==> config.mk <==
export PLATFORM = sky130hd
export DESIGN_NAME = touch_frame_filter_flat
export DESIGN_NICKNAME = d
export VERILOG_FILES = /design/src/rtl/touch_pkg.sv /design/src/rtl/touch_frame_filter_if.sv /design/src/rtl/sync_edge_detect.sv /design/src/rtl/touch_frame_filter.sv /design/src/flat_wrapper.sv
export SDC_FILE = /design/constraint.sdc
export NUM_CORES = 1
export LEC_CHECK = 0
export ABC_AREA = 1
export BUFFER_PORTS_ARGS = -buffer_cell sky130_fd_sc_hd__clkbuf_2
export CELL_PAD_IN_SITES_DETAIL_PLACEMENT = 1
export CELL_PAD_IN_SITES_GLOBAL_PLACEMENT = 1
export CORE_UTILIZATION = 50
export DETAILED_ROUTE_END_ITERATION = 6
export HOLD_SLACK_MARGIN = 0.05
export PLACE_DENSITY = 0.94
export RECOVER_POWER = 100
export SETUP_SLACK_MARGIN = 0.15
export SLEW_MARGIN = 10
export SYNTH_ARGS = -nofsm -noshare
export SYNTH_HDL_FRONTEND = slang
export SYNTH_SLANG_ARGS = --single-unit
==> constraint.sdc <==
create_clock -name cclk -period 7.4 [get_ports cclk]
set_clock_uncertainty 0.2 [all_clocks]
set_input_delay 1.11 -clock cclk [delete_from_list [all_inputs] [get_ports cclk]]
set_output_delay 1.11 -clock cclk [all_outputs]
set_load 0.01 [all_outputs]
==> src/rtl/touch_pkg.sv <==
// Shared types and constants for the touch conditioning path between the
// touchpad controller and the TFT driver.
package touch_pkg;

  typedef enum logic [1:0] {
    RELEASED   = 2'd0,
    PRESS_PEND = 2'd1,
    PRESSED    = 2'd2,
    REL_PEND   = 2'd3
  } touch_state_e;

  localparam int          COORD_W  = 12;
  localparam logic [11:0] NO_TOUCH = 12'd1000;
  localparam int          PANEL_W  = 480;
  localparam int          PANEL_H  = 272;

  localparam int DEF_X_OFFSET = 150;
  localparam int DEF_Y_OFFSET = 300;
  localparam int DEF_X_SHIFT  = 3;
  localparam int DEF_Y_SHIFT  = 4;
  localparam int DEF_X_MAX    = PANEL_W - 1;
  localparam int DEF_Y_MAX    = PANEL_H - 1;

  typedef struct packed {
    logic [COORD_W-1:0] x;
    logic [COORD_W-1:0] y;
  } touch_xy_t;

  // Offset with floor at zero (no unsigned wrap), scale down, clamp to panel edge.
  function automatic logic [11:0] calib(input logic [11:0] avg,
                                        input logic [11:0] off,
                                        input int          sh,
                                        input logic [11:0] mx);
    logic [11:0] d;
    d = (avg < off) ? 12'd0 : ((avg - off) >> sh);
    return (d > mx) ? mx : d;
  endfunction

endpackage

==> src/rtl/touch_frame_filter_if.sv <==
// Raw touch samples in, frame-stable coordinates out.
interface touch_frame_filter_if;
  logic [11:0] raw_x;
  logic [11:0] raw_y;
  logic [11:0] raw_z;
  logic        new_frame;
  logic [11:0] touch_x;
  logic [11:0] touch_y;
  logic        touch_valid;
  logic        sample_tick;

  modport master (
    output raw_x, raw_y, raw_z, new_frame,
    input  touch_x, touch_y, touch_valid, sample_tick
  );

  modport slave (
    input  raw_x, raw_y, raw_z, new_frame,
    output touch_x, touch_y, touch_valid, sample_tick
  );
endinterface

==> src/rtl/sync_edge_detect.sv <==
// Two-flop synchronizer plus a third flop giving a one-cycle rising-edge pulse.
// Usable for any slow level/pulse arriving from another clock domain.
module sync_edge_detect (
  input  logic i_clk,
  input  logic i_rst_n,
  input  logic i_d,
  output logic o_rise
);
  logic r_s1, r_s2, r_s3;

  always_ff @(posedge i_clk or negedge i_rst_n) begin
    if (!i_rst_n) begin
      r_s1 <= 1'b0;
      r_s2 <= 1'b0;
      r_s3 <= 1'b0;
    end else begin
      r_s1 <= i_d;
      r_s2 <= r_s1;
      r_s3 <= r_s2;
    end
  end

  assign o_rise = r_s2 & ~r_s3;
endmodule

==> src/rtl/touch_frame_filter.sv <==
// Samples raw touch at a fixed rate, debounces press state, averages the last
// four pressed samples, calibrates to panel space and latches once per frame.
module touch_frame_filter
  import touch_pkg::*;
#(
  parameter int SAMPLE_DIV = 100000,
  parameter int Z_THRESH   = 256,
  parameter int DEBOUNCE   = 3,
  parameter int X_OFFSET   = DEF_X_OFFSET,
  parameter int Y_OFFSET   = DEF_Y_OFFSET,
  parameter int X_SHIFT    = DEF_X_SHIFT,
  parameter int Y_SHIFT    = DEF_Y_SHIFT,
  parameter int X_MAX      = DEF_X_MAX,
  parameter int Y_MAX      = DEF_Y_MAX
) (
  input logic                 cclk,
  input logic                 rstb,
  touch_frame_filter_if.slave bus
);
  localparam int PW = (SAMPLE_DIV > 1) ? $clog2(SAMPLE_DIV) : 1;
  localparam int CW = $clog2(DEBOUNCE + 1);

  // ---------------- sample-rate prescaler ----------------
  logic [PW-1:0] r_presc;
  logic          r_tick;

  always_ff @(posedge cclk or negedge rstb) begin
    if (!rstb) begin
      r_presc <= '0;
      r_tick  <= 1'b0;
    end else if (r_presc == PW'(SAMPLE_DIV - 1)) begin
      r_presc <= '0;
      r_tick  <= 1'b1;
    end else begin
      r_presc <= r_presc + 1'b1;
      r_tick  <= 1'b0;
    end
  end

  // ---------------- frame marker from tft_clk domain ----------------
  logic w_frame_evt;

  sync_edge_detect u_frame_sync (
    .i_clk   (cclk),
    .i_rst_n (rstb),
    .i_d     (bus.new_frame),
    .o_rise  (w_frame_evt)
  );

  // ---------------- press debounce FSM ----------------
  logic          w_hit;
  touch_state_e  r_state, w_state_nx;
  logic [CW-1:0] r_cnt, w_cnt_nx, w_cnt_inc;
  logic          w_push, w_flush;

  assign w_hit     = (bus.raw_z >= 12'(Z_THRESH));
  assign w_cnt_inc = r_cnt + 1'b1;

  always_comb begin
    w_state_nx = r_state;
    w_cnt_nx   = r_cnt;
    w_push     = 1'b0;
    w_flush    = 1'b0;
    if (r_tick) begin
      case (r_state)
        RELEASED: begin
          if (w_hit) begin
            w_state_nx = PRESS_PEND;
            w_cnt_nx   = CW'(1);
          end
        end
        PRESS_PEND: begin
          if (w_hit) begin
            w_push   = 1'b1;
            w_cnt_nx = w_cnt_inc;
            if (w_cnt_inc == CW'(DEBOUNCE)) begin
              w_state_nx = PRESSED;
              w_cnt_nx   = '0;
            end
          end else begin
            w_state_nx = RELEASED;
            w_cnt_nx   = '0;
            w_flush    = 1'b1;
          end
        end
        PRESSED: begin
          if (w_hit) begin
            w_push = 1'b1;
          end else begin
            w_state_nx = REL_PEND;
            w_cnt_nx   = CW'(1);
          end
        end
        REL_PEND: begin
          if (w_hit) begin
            w_push     = 1'b1;
            w_state_nx = PRESSED;
            w_cnt_nx   = '0;
          end else begin
            w_cnt_nx = w_cnt_inc;
            if (w_cnt_inc == CW'(DEBOUNCE)) begin
              w_state_nx = RELEASED;
              w_cnt_nx   = '0;
              w_flush    = 1'b1;
            end
          end
        end
        default: begin
          w_state_nx = RELEASED;
          w_cnt_nx   = '0;
        end
      endcase
    end
  end

  always_ff @(posedge cclk or negedge rstb) begin
    if (!rstb) begin
      r_state <= RELEASED;
      r_cnt   <= '0;
    end else begin
      r_state <= w_state_nx;
      r_cnt   <= w_cnt_nx;
    end
  end

  // ---------------- 4-deep averaging buffer, index 0 = newest ----------------
  logic [1:0][3:0][11:0] r_buf;
  logic [2:0]            r_fill;
  logic [1:0][11:0]      w_raw;

  assign w_raw = {bus.raw_y, bus.raw_x};

  always_ff @(posedge cclk or negedge rstb) begin
    if (!rstb) begin
      r_buf  <= '0;
      r_fill <= '0;
    end else if (w_flush) begin
      r_buf  <= '0;
      r_fill <= '0;
    end else if (w_push) begin
      for (int a = 0; a < 2; a++) r_buf[a] <= {r_buf[a][2:0], w_raw[a]};
      r_fill <= (r_fill == 3'd4) ? 3'd4 : r_fill + 3'd1;
    end
  end

  logic [1:0][11:0] w_cal;

  for (genvar a = 0; a < 2; a++) begin : g_axis
    localparam int OFF = (a == 0) ? X_OFFSET : Y_OFFSET;
    localparam int SH  = (a == 0) ? X_SHIFT  : Y_SHIFT;
    localparam int MX  = (a == 0) ? X_MAX    : Y_MAX;

    logic [13:0] w_sum;
    logic [11:0] w_avg;

    assign w_sum = 14'(r_buf[a][0]) + 14'(r_buf[a][1]) +
                   14'(r_buf[a][2]) + 14'(r_buf[a][3]);

    // Three entries would need a divide by 3; use the newest sample instead.
    always_comb begin
      case (r_fill)
        3'd1:    w_avg = w_sum[11:0];
        3'd2:    w_avg = w_sum[12:1];
        3'd3:    w_avg = r_buf[a][0];
        3'd4:    w_avg = w_sum[13:2];
        default: w_avg = '0;
      endcase
    end

    assign w_cal[a] = calib(w_avg, 12'(OFF), SH, 12'(MX));
  end

  // ---------------- frame-stable output latch ----------------
  logic      w_active;
  touch_xy_t r_out;
  logic      r_valid;

  assign w_active = (r_state == PRESSED) || (r_state == REL_PEND);

  // Uses registered state/buffer, so a coincident sample tick shows next frame.
  always_ff @(posedge cclk or negedge rstb) begin
    if (!rstb) begin
      r_out.x <= NO_TOUCH;
      r_out.y <= NO_TOUCH;
      r_valid <= 1'b0;
    end else if (w_frame_evt) begin
      r_valid <= w_active;
      r_out.x <= w_active ? w_cal[0] : NO_TOUCH;
      r_out.y <= w_active ? w_cal[1] : NO_TOUCH;
    end
  end

  assign bus.touch_x     = r_out.x;
  assign bus.touch_y     = r_out.y;
  assign bus.touch_valid = r_valid;
  assign bus.sample_tick = r_tick;

endmodule

==> src/flat_wrapper.sv <==
// flat-port wrapper written by rule: the top's interface ports become plain ports
module touch_frame_filter_flat import touch_pkg::*;
#(
  parameter int SAMPLE_DIV = 100000,
  parameter int Z_THRESH   = 256,
  parameter int DEBOUNCE   = 3,
  parameter int X_OFFSET   = DEF_X_OFFSET,
  parameter int Y_OFFSET   = DEF_Y_OFFSET,
  parameter int X_SHIFT    = DEF_X_SHIFT,
  parameter int Y_SHIFT    = DEF_Y_SHIFT,
  parameter int X_MAX      = DEF_X_MAX,
  parameter int Y_MAX      = DEF_Y_MAX
)
  (cclk, rstb, bus_raw_x, bus_raw_y, bus_raw_z, bus_new_frame, bus_touch_x, bus_touch_y, bus_touch_valid, bus_sample_tick);
  touch_frame_filter_if bus_i ();
  input logic cclk;
  input logic rstb;
  input wire logic [$bits(bus_i.raw_x)-1:0] bus_raw_x;
  input wire logic [$bits(bus_i.raw_y)-1:0] bus_raw_y;
  input wire logic [$bits(bus_i.raw_z)-1:0] bus_raw_z;
  input wire logic [$bits(bus_i.new_frame)-1:0] bus_new_frame;
  output wire logic [$bits(bus_i.touch_x)-1:0] bus_touch_x;
  output wire logic [$bits(bus_i.touch_y)-1:0] bus_touch_y;
  output wire logic [$bits(bus_i.touch_valid)-1:0] bus_touch_valid;
  output wire logic [$bits(bus_i.sample_tick)-1:0] bus_sample_tick;
  assign bus_i.raw_x = bus_raw_x;
  assign bus_i.raw_y = bus_raw_y;
  assign bus_i.raw_z = bus_raw_z;
  assign bus_i.new_frame = bus_new_frame;
  assign bus_touch_x = bus_i.touch_x;
  assign bus_touch_y = bus_i.touch_y;
  assign bus_touch_valid = bus_i.touch_valid;
  assign bus_sample_tick = bus_i.sample_tick;
  touch_frame_filter #(.SAMPLE_DIV(SAMPLE_DIV), .Z_THRESH(Z_THRESH), .DEBOUNCE(DEBOUNCE), .X_OFFSET(X_OFFSET), .Y_OFFSET(Y_OFFSET), .X_SHIFT(X_SHIFT), .Y_SHIFT(Y_SHIFT), .X_MAX(X_MAX), .Y_MAX(Y_MAX)) u_core (.cclk(cclk), .rstb(rstb), .bus(bus_i));
endmodule
==> flow_metrics.env, run 1 <==
export IMPL_drive_gt1_share_pct=9.98
export IMPL_required_ns=7.50
export IMPL_clk_pin_slew_ns=0.07
export IMPL_dieArea_mm2=0.0197
export IMPL_finalHoldViolations=0
export IMPL_gp_congestion=0.842
export IMPL_nNetsFinal=1370
export IMPL_instances_no_fill=1497
export IMPL_critPathSlowestCell="o21ai_1"
export IMPL_synth_top_area_cell="dfrtp_1"
export IMPL_clkSinkCount=143
export IMPL_syn_area_per_cell_um2=7.93
export IMPL_cts_tree="built"
export IMPL_synth_adder_area_share_pct=12.7
export IMPL_drt_wl_total_um=28200
export IMPL_area_growth_pct=10.6
export IMPL_design_core_area_mm2=0.0187
export IMPL_start_util_pct=51.1
export IMPL_synthArstFlopShare_pct=100
export IMPL_power_mw=1.85
export IMPL_synth_compound_area_share_pct=13.3
export IMPL_dp_cells=1465
export IMPL_seq_area_frac_synth_pct=37.6
export IMPL_netlist_instances=1205
export IMPL_path_delay_family="compound AO/OA/AOI/OAI gates"
export IMPL_hpwl_um=18400
export IMPL_worstSetupPathType="in -> reg"
export IMPL_regArea_mm2=0.00359
export IMPL_synth_area_mm2=0.00955
export IMPL_p_leak_nw=5.39
export IMPL_cts_root_buf="clkbuf_16"
export IMPL_route_vias_total=8477
export IMPL_worstPathMaxFanout=52
export IMPL_grt_usage_pct=30.9
export IMPL_fin_setup_tns_ns=0
export IMPL_grt_pass1_vias=9531
export IMPL_synth_common_cells="244 x inv_1, 219 x nand2_1, 133 x dfrtp_1"
export IMPL_ys_warn_count=0
export IMPL_synthMuxAreaShare_pct=0
export IMPL_grt_antenna_before_repair=0
export IMPL_clk_path_buf_depth=2
export IMPL_numPortBuffers=52
export IMPL_firstDrtPassIters=5
export IMPL_wl_per_cell_um=18.8
export IMPL_drc=0
export IMPL_cap_violations=2
export IMPL_dpl_instance_area_mm2=0.0100
export IMPL_final_setup_viol_count=0
export IMPL_cts_made_buffers=17
export IMPL_worstPathBufferInverterCount=2
export IMPL_grt_max_degree=73
export IMPL_fillerInstances=2331
export IMPL_fmax_mhz=171
export IMPL_crit_chain="clkbuf_2 > nor4_1 > xor2_1 > o21bai_1 > o21ai_1 > buf_4 > o22ai_1"
export IMPL_diodes=0
export IMPL_dieWidth_um=140
export IMPL_synth_edf_count=0
export IMPL_synth_top_area_share_pct=34.8
export IMPL_slew_headroom_pct=-185
export IMPL_holdBufCountCts=0
export IMPL_power_density_mw_per_mm2=175
export IMPL_io_pin_count=65
export IMPL_clk_latency_ns=0.46
export IMPL_final_period_utilization_pct=79.1
export IMPL_synth_distinct_cells=53
export IMPL_multiInputGateArea_mm2=0.00480
export IMPL_rsz0062_at_grt="no"
export IMPL_min_path_type="reg -> reg"
export IMPL_final_cell_area_mm2=0.0106
export IMPL_startpoint_type="input pin"
export IMPL_failed_checks="max-capacitance violations, max-slew violations"
export IMPL_cts_resized=0
export IMPL_rows=50
export IMPL_synth_xor_area_share_pct=3.10
export IMPL_yosys_area_share_simple_pct=21.5
export IMPL_grt_pass1_wl_um=46800
export IMPL_drtAntennaViolNets=0
export IMPL_ys_flop_type="dfrtp_1"
export IMPL_ys_ff_latch=143
export IMPL_status="complete, but fails checks"
export IMPL_die_h_um=140
export IMPL_critPathArrivalTime_ns=5.95
export IMPL_h_tree_depth=4
export IMPL_synth_area_top_cells="dfrtp_1 35%, inv_1 9.6%, nand2_1 8.6%"
export IMPL_period_needed_ns=5.85
export IMPL_viasPerCell=5.66
export IMPL_cts_setup_buffers=0
export IMPL_final_max_slew_violation_count=122
export IMPL_tightest_slew_ns=4.27
export IMPL_crit_path_max_incr_delay_ns=2.47
export IMPL_yosys_cell_count_top_type="inv_1"
export IMPL_drt_iter0_markers=375
export IMPL_peakVddDrop_mv=0.157
export IMPL_synth_top_family_by_area="simple AND/OR/NAND/NOR gates"
export IMPL_end_kind="flip-flop"
export IMPL_overflow=0
-- worst reg2reg max path, delay by kind of cell, from the launching register on --
family,cells,cell delay [ns]
xor+xnor,1,0.12
buf+inv,4,0.44
simple gates,12,1.78
flops,1,0.36
compound gates,5,1.24
fa+ha+maj,4,1.46
-- sequential cells by signal (all words and copies together) (netlist names), 2 cells and up, named ones only --
name	flops
u_core.bus.touch_y	9
u_core.r_cnt	2
u_core.r_presc	17
u_core.r_buf	96
u_core.bus.touch_x	9
u_core.r_fill	3
-- routing by layer --
layer,part of all wire (%),global-route usage (%),vias up
met1,40,33.2,4219
li1,-,-,3962
met3,3.6,5.81,82
met2,52,57.1,214
met4,4.2,16.9,0
met5,0,0,-
-- per-stage QoR --
step	util [%]	hold WS, ns	worst slack [ns]
final	56.5	0.152	1.55
after global routing	56.5	0.156	1.18
after CTS	56.9	0.153	1.95
after detailed placement	53.4	0.137	2.25
after global placement	53.4	0.139	2.47
after floorplan	-	0.131	3.01
-- kinds of logic (layout without fill, tap and decap cells) --
group / Yosys count / after routing
flip-flops: 143 / 143
XOR/XNOR: 33 / 33
buffers and inverters: 291 / 346
adder cells (fa/ha/maj): 81 / 81
AND/OR/NAND/NOR: 441 / 441
other: 1 / 4
AO/OA/AOI/OAI: 215 / 215
-- where the power goes --
part | switching [mW] | internal [mW] | leakage, nW | total [mW]
Clock | 0.397 | 0.591 | 0.318 | 0.988
Sequential | 0.00416 | 0.789 | 1.41 | 0.794
Combinational | 0.0507 | 0.0217 | 3.66 | 0.0724
Total | 0.452 | 1.40 | 5.39 | 1.85
-- final timing paths --
path | start | cells past startpoint | slack [ns] | endpoint
worst max-delay path | bus_raw_z[11] | 7 | 1.55 | u_core.r_buf[92]$_DFFE_PN0P_
worst min-delay path | u_core.u_frame_sync.r_s1$_DFF_PN0_ | 0 | 0.15 | u_core.u_frame_sync.r_s2$_DFF_PN0_
worst max register to register | u_core.r_buf[12]$_DFFE_PN0P_ | 26 | 1.69 | u_core.bus.touch_x[4]$_DFFE_PN0P_
worst min register to register | u_core.u_frame_sync.r_s1$_DFF_PN0_ | 0 | 0.15 | u_core.u_frame_sync.r_s2$_DFF_PN0_
max in group asynchronous | rstb | 2 | 2.46 | u_core.r_buf[38]$_DFFE_PN0P_
min in group asynchronous | rstb | 1 | 1.95 | u_core.r_buf[33]$_DFFE_PN0P_
-- layout make-up --
class / count / area share (%)
clock buffers: 19 / 4.28
clock inverters: 13 / 1.92
inverters: 259 / 9.20
multi-input cells: 774 / 45.4
flip-flops and latches: 143 / 34.0
well taps: 234 / 2.77
repair buffers: 55 / 2.43
-- cells in the final DEF, fill, tap and decap left out, drive strengths merged, types with 3 or more instances in the layout --
master,instances
o211ai,5
dfrtp,133
dfstp,10
xnor2,9
o21bai,7
clkbuf,71
xor2,24
ha,55
o21ai,63
nor3,10
conb,4
a21oi,47
nor2,75
inv,260
a31oi,4
nor4,9
a21o,3
o22ai,74
fa,26
clkinv,7
bufinv,4
nand3,90
or2,5
nand2,238
buf,3
nand4,8
(Power assumes the default switching activity.)
==> run 2: changes to the inputs <==
ABC_AREA = 0   (was 1)
CORE_UTILIZATION = 47   (was 50)
PLACE_DENSITY = 0.88   (was 0.94)
clock period = 6 ns   (was 7.4 ns; I/O delays follow)
==> run 2 against run 1 <==
Net effect: the run still ends with max-capacitance violations, max-slew violations left; core utilization is 2.7 points lower; clock power is 12% higher; die area increased by 8.2%; register-to-register slack worse by 1.4 ns; wire length fell by 5.2%; worst setup slack got worse by 1.2 ns; critical path type is now reg -> reg.
==> flow_metrics.env, run 2 <==
export IMPL_status="complete, but fails checks"
export IMPL_failed_checks="max-capacitance violations, max-slew violations"
export IMPL_r2r_start="u_core.r_buf[1]$_DFFE_PN0P_"
export IMPL_top_register="u_core.r_buf"
export IMPL_critPathArrivalTime_ns=5.77
export IMPL_worstSetupPathType="reg -> reg"
export IMPL_p_leak_nw=4.95
export IMPL_synth_distinct_cells=84
export IMPL_drt_iter0_markers=565
export IMPL_drtAntennaViolNets=0
export IMPL_final_period_utilization_pct=94.7
export IMPL_fillerInstances=2358
export IMPL_cts_tree="built"
export IMPL_startpoint_type="flip-flop"
export IMPL_dieWidth_um=146
export IMPL_largestRegisters="u_core.r_buf: 96 flops, u_core.r_presc: 17 flops"
export IMPL_fin_hold_ws_ns=0.163
export IMPL_numPortBuffers=52
export IMPL_synth_common_cells="244 x nand2_1, 143 x a21oi_1, 133 x dfrtp_1"
export IMPL_intPower_mw=1.72
export IMPL_final_setup_viol_count=0
export IMPL_yosys_cell_count_top_type="nand2_1"
export IMPL_grt_antenna_before_repair=0
export IMPL_min_path_type="reg -> reg"
export IMPL_grt_usage_pct=26.3
export IMPL_fmax_mhz=176
export IMPL_synth_top_area_cell="dfrtp_1"
export IMPL_grt_max_degree=101
export IMPL_synth_top_area_share_pct=34.2
export IMPL_globalRouteMet1Util_pct=34.7
export IMPL_synth_area_mm2=0.00972
export IMPL_grt_pass1_wl_um=44700
export IMPL_rows=52
export IMPL_timing_final_ws_setup_ns=0.317
export IMPL_dp_slack_ns=-0.166
export IMPL_final_max_slew_violation_count=169
export IMPL_p_clk_share_pct=46.5
export IMPL_nNetsFinal=1295
export IMPL_power_density_mw_per_mm2=219
export IMPL_die_h_um=146
export IMPL_gp_congestion=0.854
export IMPL_h_tree_depth=4
export IMPL_diodes=0
export IMPL_viasPerCell=5.71
export IMPL_rsz0062_at_grt="no"
export IMPL_crit_end="u_core.bus.touch_x[0]$_DFFE_PN0P_"
export IMPL_design_core_area_mm2=0.0202
export IMPL_power_switching_mw=0.667
export IMPL_instances_no_fill=1458
export IMPL_drive_gt1_share_pct=11.4
export IMPL_ys_ff_latch=143
export IMPL_pwr_share_comb_pct=10.3
export IMPL_area_growth_pct=11.9
export IMPL_sequentialPowerShare_pct=43.2
export IMPL_end_kind="flip-flop"
export IMPL_clk_path_buf_depth=2
export IMPL_use_met2_pct=43.4
export IMPL_synth_area_top_cells="dfrtp_1 34%, nand2_1 9.4%, a21oi_1 7.4%"
export IMPL_worstPathMaxFanout=12
export IMPL_ys_warn_count=0
export IMPL_regArea_mm2=0.00359
export IMPL_largest_reg_flops=96
export IMPL_cap_violations=2
export IMPL_seq_area_frac_synth_pct=36.9
export IMPL_firstDrtPassIters=6
export IMPL_cts_made_buffers=17
export IMPL_start_util_pct=48.1
export IMPL_slew_headroom_pct=-155
export IMPL_period_needed_ns=5.68
export IMPL_startpoint="u_core.r_buf[1]$_DFFE_PN0P_"
export IMPL_wl_per_cell_um=18.3
export IMPL_finalHoldViolations=0
export IMPL_overflow=0
export IMPL_r2r_cells=21
export IMPL_ys_flop_type="dfrtp_1"
export IMPL_clk_latency_ns=0.44
export IMPL_hpwl_um=18000
export IMPL_tightest_slew_ns=3.82
export IMPL_busiest_layer="met2"
export IMPL_io_pin_count=65
export IMPL_drt_wl_total_um=26700
export IMPL_multiInputGateArea_mm2=0.00560
export IMPL_dieArea_mm2=0.0213
export IMPL_final_core_util_pct=53.8
export IMPL_clk_pin_slew_ns=0.07
export IMPL_syn_area_per_cell_um2=8.48
export IMPL_netlist_instances=1147
export IMPL_mostFrequentLayoutCell="nand2_1"
export IMPL_required_ns=6.09
export IMPL_layout_common_cells="244 x nand2_1, 138 x a21oi_1, 133 x dfrtp_1"
export IMPL_switching_share_pct=28.0
export IMPL_synth_edf_count=0
export IMPL_dp_cells=1420
export IMPL_timing_rr_end="u_core.bus.touch_x[0]$_DFFE_PN0P_"
export IMPL_drc=0
export IMPL_clkSinkCount=143
export IMPL_cts_root_buf="clkbuf_16"
export IMPL_grt_util_met3_pct=4.51
export IMPL_fin_setup_tns_ns=0
export IMPL_peakVddDrop_mv=0.222
export IMPL_route_vias_total=8318
export IMPL_grt_pass1_vias=8743
export IMPL_r2r_slack_ns=0.32
export IMPL_synthArstFlopShare_pct=100
run 2: critical path: stages, from the launching register on:
cell      delay, ns
dfrtp_1        0.45
ha_1           0.31
a21o_1         0.19
a21oi_1        0.23
o21ai_0        0.12
a21oi_1        0.24
nand2b_1       0.15
a21boi_0       0.13
nor2_1         0.14
xor2_1         0.10
fa_1           0.49
inv_1          0.04
ha_1           0.52
and2_0         0.37
nand2_1        0.10
o21ai_0        0.23
a221oi_2       0.16
a221oi_2       0.33
a31oi_2        0.13
or4b_4         0.62
nor2_4         0.13
o311ai_0       0.14
run 2: cell families after synthesis:
group / after synthesis / synth area share (%)
compound gates: 309 / 21.2
fa+ha+maj: 81 / 12.4
flops: 143 / 36.9
other cells: 1 / 0.0386
mux: 4 / 0.425
xor+xnor: 53 / 4.77
buf+inv: 170 / 6.97
simple gates: 386 / 17.3
run 2: what timing repair did:
item / in CTS / in global routing
pin swaps: 2 / 4
buffers inserted: 2 / 4
hold buffers: 0 / 0
resized for setup: 7 / 23
setup endpoints to repair: 7 / 17
run 2: through the flow:
| step | total power, mW | cell area (um2) |
|---|---|---|
| floorplan | 1.19 | 9740 |
| global placement | 1.27 | 10200 |
| detailed placement | 1.28 | 10200 |
| CTS | 2.40 | 10800 |
| global route | 2.47 | 10900 |
| finish | 2.38 | 10900 |
run 2: layout make-up:
cell class	instances	area share (%)
repair buffers	66	3.12
well taps	270	3.10
clock inverters	15	1.60
clock buffers	17	3.91
multi-input cells	837	51.5
inverters	110	3.79
flip-flops and latches	143	33.0
run 2: power by group through the flow:
| stage | Combinational (mW) | Sequential (mW) | Clock [mW] |
|---|---|---|---|
| floorplan | 0.148 | 1.04 | 0 |
| global route | 0.275 | 1.03 | 1.16 |
| detailed placement | 0.237 | 1.05 | 0 |
| CTS | 0.244 | 1.03 | 1.12 |
| global placement | 0.226 | 1.04 | 0 |
| finish | 0.246 | 1.03 | 1.11 |
run 2: worst min path at each step:
stage | depth (start not counted) | to | from
floorplan | 0 | u_core.u_frame_sync.r_s2$_DFF_PN0_ | u_core.u_frame_sync.r_s1$_DFF_PN0_
detailed placement | 0 | u_core.u_frame_sync.r_s2$_DFF_PN0_ | u_core.u_frame_sync.r_s1$_DFF_PN0_
finish | 0 | u_core.u_frame_sync.r_s2$_DFF_PN0_ | u_core.u_frame_sync.r_s1$_DFF_PN0_
CTS | 0 | u_core.u_frame_sync.r_s2$_DFF_PN0_ | u_core.u_frame_sync.r_s1$_DFF_PN0_
global placement | 0 | u_core.u_frame_sync.r_s2$_DFF_PN0_ | u_core.u_frame_sync.r_s1$_DFF_PN0_
global route | 0 | u_core.u_frame_sync.r_s2$_DFF_PN0_ | u_core.u_frame_sync.r_s1$_DFF_PN0_
run 2: per-layer routing:
metal | vias up | routed length, um
li1 | 3950 | -
met1 | 4134 | 12200
met2 | 194 | 13000
met3 | 40 | 1060
met4 | 0 | 494
met5 | - | 0
